$ cat config.mk
export PLATFORM = sky130hd
export DESIGN_NAME = mem_arbiter
export DESIGN_NICKNAME = d
export VERILOG_FILES = /design/src/rtl/mem_arb_pkg.sv /design/src/rtl/arb_pick.sv /design/src/rtl/mem_arbiter.sv
export SDC_FILE = /design/constraint.sdc
export NUM_CORES = 1
export LEC_CHECK = 0
export CAP_MARGIN = 20
export CELL_PAD_IN_SITES_DETAIL_PLACEMENT = 0
export CELL_PAD_IN_SITES_GLOBAL_PLACEMENT = 2
export CORE_MARGIN = 2
export CORE_UTILIZATION = 26
export CTS_BUF_LIST = sky130_fd_sc_hd__clkbuf_2
export DETAILED_ROUTE_END_ITERATION = 16
export MAX_ROUTING_LAYER = met4
export PLACE_DENSITY = 0.95
export SETUP_SLACK_MARGIN = 0.2
export SLEW_MARGIN = 20
export SYNTH_ARGS = -nofsm -noshare
export SYNTH_HDL_FRONTEND = slang
export SYNTH_SLANG_ARGS = --single-unit
$ cat constraint.sdc
create_clock -name clk -period 4.7 [get_ports clk]
set_input_delay 1.41 -clock clk [delete_from_list [all_inputs] [get_ports clk]]
set_output_delay 1.41 -clock clk [all_outputs]
set_load 0.02 [all_outputs]
$ cat src/rtl/mem_arb_pkg.sv
// Shared types and constants for the pseudoram arbiter (video line fetch vs host).
package mem_arb_pkg;

   typedef enum logic [1:0] {IDLE, ISSUE, WAIT_BUSY, WAIT_DONE} state_t;
   typedef enum logic {OWN_VID, OWN_HOST} owner_t;

   localparam int LINE_BYTES = 40;
   localparam int FAIR_LIMIT = 3;

endpackage

$ cat src/rtl/arb_pick.sv
// Combinational owner select: video first, unless the fairness count has hit its limit.
module arb_pick
   import mem_arb_pkg::*;
(
   input  logic       vid_req,
   input  logic       host_req,
   input  logic [1:0] fair_cnt,
   output logic       any_req,
   output owner_t     owner
);

   always_comb begin
      any_req = vid_req | host_req;
      owner   = OWN_VID;
      if (host_req && (!vid_req || fair_cnt == 2'(FAIR_LIMIT)))
         owner = OWN_HOST;
   end

endmodule

$ cat src/rtl/mem_arbiter.sv
// Pseudoram arbiter between video line fetches and host accesses.
// Optional host fairness counter enabled by defining MEM_ARB_FAIRNESS_EN.
module mem_arbiter
   import mem_arb_pkg::*;
#(
   parameter int BUSY_TIMEOUT = 4,
   parameter int ADDR_W       = 16
) (
   input  logic              clk,
   input  logic              rst_n,
   input  logic              vid_req,
   input  logic [ADDR_W-1:0] vid_addr,
   output logic              vid_ack,
   output logic              vid_done,
   output logic              vid_bank,
   input  logic              host_req,
   input  logic              host_we,
   input  logic [ADDR_W-1:0] host_addr,
   output logic              host_ack,
   output logic              host_done,
   input  logic              mem_ready,
   output logic [ADDR_W-1:0] mem_addr,
   output logic              mem_read_strobe,
   output logic              mem_write_strobe,
   output logic              err
);

   localparam int TW = $clog2(BUSY_TIMEOUT + 1);

   state_t        state, state_nxt;
   owner_t        owner_q, pick;
   logic          we_q;
   logic          any_req;
   logic          run_q0, run_q1;
   logic          grant, timeout, finish;
   logic [TW-1:0] busy_cnt;
   logic [1:0]    fair_cnt;

   // Reset release is re-timed so no grant races the deassertion edge.
   always_ff @(posedge clk or negedge rst_n) begin
      if (!rst_n) begin
         run_q0 <= 1'b0;
         run_q1 <= 1'b0;
      end else begin
         run_q0 <= 1'b1;
         run_q1 <= run_q0;
      end
   end

   arb_pick u_pick (
      .vid_req  (vid_req),
      .host_req (host_req),
      .fair_cnt (fair_cnt),
      .any_req  (any_req),
      .owner    (pick)
   );

   assign grant   = (state == IDLE) && mem_ready && any_req && run_q1;
   assign timeout = (state == WAIT_BUSY) && mem_ready && (busy_cnt == TW'(BUSY_TIMEOUT - 1));
   assign finish  = ((state == WAIT_DONE) && mem_ready) || timeout;

   always_ff @(posedge clk or negedge rst_n) begin
      if (!rst_n) state <= IDLE;
      else        state <= state_nxt;
   end

   always_comb begin
      state_nxt = state;
      case (state)
         IDLE:      if (grant) state_nxt = ISSUE;
         ISSUE:     state_nxt = WAIT_BUSY;
         WAIT_BUSY: if (!mem_ready) state_nxt = WAIT_DONE;
                    else if (timeout) state_nxt = IDLE;
         WAIT_DONE: if (mem_ready) state_nxt = IDLE;
         default:   state_nxt = IDLE;
      endcase
   end

   always_comb begin
      vid_ack          = grant && (pick == OWN_VID);
      host_ack         = grant && (pick == OWN_HOST);
      mem_read_strobe  = (state == ISSUE) && ((owner_q == OWN_VID) || !we_q);
      mem_write_strobe = (state == ISSUE) && (owner_q == OWN_HOST) && we_q;
      vid_done         = finish && (owner_q == OWN_VID);
      host_done        = finish && (owner_q == OWN_HOST);
   end

   always_ff @(posedge clk or negedge rst_n) begin
      if (!rst_n) begin
         owner_q  <= OWN_VID;
         we_q     <= 1'b0;
         mem_addr <= '0;
         busy_cnt <= '0;
         err      <= 1'b0;
         vid_bank <= 1'b0;
      end else begin
         if (grant) begin
            owner_q  <= pick;
            we_q     <= (pick == OWN_HOST) && host_we;
            mem_addr <= (pick == OWN_VID) ? vid_addr : host_addr;
         end
         if (state == ISSUE)          busy_cnt <= '0;
         else if (state == WAIT_BUSY) busy_cnt <= busy_cnt + TW'(1);
         if (timeout)  err      <= 1'b1;
         if (vid_done) vid_bank <= ~vid_bank;
      end
   end

`ifdef MEM_ARB_FAIRNESS_EN
   // Counts video wins while the host waits; any host grant starts over.
   always_ff @(posedge clk or negedge rst_n) begin
      if (!rst_n) begin
         fair_cnt <= 2'd0;
      end else if (grant) begin
         if (pick == OWN_HOST)
            fair_cnt <= 2'd0;
         else if (host_req && fair_cnt != 2'(FAIR_LIMIT))
            fair_cnt <= fair_cnt + 2'd1;
      end
   end
`else
   assign fair_cnt = 2'd0;
`endif

endmodule
==> flow_metrics.tcl <==
set metrics [dict create \
    outcome "finished, final reports clean" \
    min_period_ns 4.33 \
    worst-setup-path-type "in2out" \
    final_min_period_over_clock_period 0.921 \
    synth_edf_count 0 \
    r2r-start "state[0]" \
    critPathLaunch "mem_ready" \
    final_net_count 238 \
    vias 1141 \
    end_kind "primary output" \
    async_reset_ff_frac 1.00 \
    cts_hold_repair.buffers 0 \
    floorplan.die.width_um 75.2 \
    cts_htree_levels 1 \
    sequentialPowerShare 0.370 \
    rsz0062_at_grt "no" \
    layout_commonest_cell "sky130_fd_sc_hd__clkdlybuf4s50_1" \
    worst_hold_slack_ns 0.383 \
    grt_antenna_before_repair 0 \
    detail_route.drc_violations 0 \
    cts_setup_buffers 0 \
    post_route_wl_um 3180 \
    placed_cells_incl_taps 255 \
    net-switching-power_mw 0.437 \
    global_route_wire_length_before_repair_um 4970 \
    netSwitchingFraction 0.395 \
    chipHeight_um 75.2 \
    post_drt_via_cell_ratio 4.41 \
    setup.worst_path.end "host_done" \
    mappedNetlistNets 174 \
    number_of_register_bits_inferred_by_synthesis 27 \
    setup_tns_ns 0 \
    finalHoldViolations 0 \
    detailedRoute.firstIterationViolations 33 \
    n_antenna_cell 0 \
    hp-class "reg2reg" \
    globalRoute.totalOverflow 0 \
    floorplan.core_area_um2 4820 \
    yosysSeqAreaShare 0.513 \
    portion_of_total_power_attributed_to_combinational_logic 0.549 \
    cts_max_path_buffers 2 \
    worst-slew-pin-transition_ns 0.771 \
    layout-drive-gt1-share 0.0677 \
    max_slew_margin 0.486 \
    clock_tree_from_tritoncts "done" \
    worst_ep_required_time_ns 3.29 \
    port_buffers 61 \
    total_clock_buffers_created_by_cts 3 \
    grt_pass1_vias 1057 \
    initial_cell_density_of_the_core 0.274 \
    pwr-share-clk 0.081 \
    synth-main-ff-cell "sky130_fd_sc_hd__dfrtp_1" \
    timing.critical_path.arrival_ns 2.92 \
    reg2reg_depth 7 \
    synthesis.area_per_instance_um2 10.2 \
    netlist_area_before_placement_um2 1320 \
    groute.usage.overall 0.119 \
    skew_ns 0.0175 \
    timing.max_cap.violations 0 \
    yosys_warnings 0 \
    dpl.hpwl_um 2340 \
    final-setup-viol-count 0 \
    fmaxAchievable_mhz 231 \
    synthDistinctLibCells 32 \
    worstReg2RegEnd "mem_addr[4]" \
    final-max-slew-violation-count 0 \
    detail-route-antenna-nets 0 \
    synthCells 129 \
    num_io_pins 62 \
    clock_insertion_delay_worst_skew_ns 0.35 \
    core.rowCount 25 \
    r2r_setup_slack_ns 2.89 \
    root_buffer "sky130_fd_sc_hd__clkbuf_2" \
    grt_start_max_net_pins 28 \
    finalNonFillerCells 259 \
    vdd_ir_drop_max_mv 0.205 \
    design.die.area_um2 5650 \
    drt_pass1_iterations 4 \
    post_cts_clock_slew_at_the_launch_and_capture_registers_of_the_worst_setup_and_hold_paths_ns 0.25 \
    power.internal_mw 0.670 \
    timing.critical_path.fanout_max 7 \
    area.growth.synth_to_final_pct 52.3 \
    startpoint_type "primary input" \
    detail_route.wl_per_cell_um 12.3 \
    tritoncts_num_sinks 27 \
    place.gp.congestion 0.777 \
    leakage_nw 0.942 \
    mostFrequentLayoutCells "58 x sky130_fd_sc_hd__clkdlybuf4s50_1, 34 x sky130_fd_sc_hd__nand2_1, 27 x sky130_fd_sc_hd__dfrtp_1" \
    power.density_cell_area_nw_per_um2 551 \
]
synthesized netlist by cell type, types with 2 or more instances:
| cell type | count | area, µm² |
|---|---|---|
| sky130_fd_sc_hd__nor2_1 | 7 | 26.3 |
| sky130_fd_sc_hd__nor3b_1 | 2 | 15.0 |
| sky130_fd_sc_hd__and2_1 | 2 | 12.5 |
| sky130_fd_sc_hd__buf_4 | 3 | 22.5 |
| sky130_fd_sc_hd__dfrtp_1 | 27 | 676 |
| sky130_fd_sc_hd__nand2_1 | 34 | 128 |
| sky130_fd_sc_hd__ha_1 | 7 | 87.6 |
| sky130_fd_sc_hd__inv_1 | 5 | 18.8 |
| sky130_fd_sc_hd__o21ai_0 | 4 | 20.0 |
| sky130_fd_sc_hd__a22oi_1 | 16 | 120 |
per-layer routing:
metal,part of all wire,up-vias,GRT usage
li1,-,568,-
met1,0.49,526,0.168
met2,0.41,45,0.176
met3,0.089,2,0.0281
met4,0.0035,0,0.0234
met5,0,-,-
what timing repair did:
action                                  in CTS  in global routing
pin swaps                                    0                  0
endpoints found under the setup margin       1                  2
gates resized for setup                      1                  2
cell type report:
cell class | count | area (µm²)
fill | 490 | 2810
sequential | 27 | 676
timing repair buffer | 64 | 637
multi-input combinational | 92 | 569
tap | 67 | 83.8
inverter | 5 | 18.8
clock buffer | 3 | 15.0
clock inverter | 1 | 7.51
cells by family (layout without fill, tap and decap cells):
family	after synthesis	after routing	share of synthesized area
and+or+nand+nor	51	51	0.175
AOI/OAI and AO/OA	31	31	0.173
DFF	27	27	0.513
buffers and inverters	10	73	0.0551
adders and majority gates	7	7	0.0665
other	1	1	0.00285
xor gates and xnor gates	1	1	0.00665
muxes	1	1	0.00855
sequential cells by signal, indices dropped and copies added (netlist names):
signal and count:
we_q 1, busy_cnt 3, mem_addr 16, run_q0 1, vid_bank 1, state 2, run_q1 1, owner_q 1
err 1
stage by stage:
stage,util,setup slack (ns),instance area [µm²],power (mW)
6_report,0.417,0.372,2010,1.11
5_1_grt,0.417,0.291,2010,1.20
4_1_cts,0.416,0.238,2000,1.13
3_5_place_dp,0.411,0.189,1980,1.03
3_3_place_gp,0.411,0.180,1980,1.02
2_1_floorplan,-,1.28,1320,0.760
power by group through the flow:
stage | combinational [mW] | sequential (mW) | clock [mW]
floorplan | 0.257 | 0.503 | 0
global placement | 0.608 | 0.415 | 0
detailed placement | 0.619 | 0.413 | 0
CTS | 0.618 | 0.410 | 0.0973
global route | 0.666 | 0.424 | 0.105
finish | 0.607 | 0.409 | 0.0901
critical path, stage by stage:
cell and delay, ns:
sky130_fd_sc_hd__clkdlybuf4s50_1 0.60, sky130_fd_sc_hd__o21ai_0 0.18, sky130_fd_sc_hd__nor2_1 0.12, sky130_fd_sc_hd__clkdlybuf4s50_1 0.61
how the worst min path moves through the flow:
stage                      start      to  slack [ns]  depth (start not counted)
after floorplan           run_q0  run_q1        0.33                          0
after global placement    run_q0  run_q1        0.33                          0
after detailed placement  run_q0  run_q1        0.34                          0
after CTS                 run_q0  run_q1        0.39                          0
after global routing      run_q0  run_q1        0.39                          0
final                     run_q0  run_q1        0.38                          0
No activity file was read; power rests on OpenSTA's default activity.
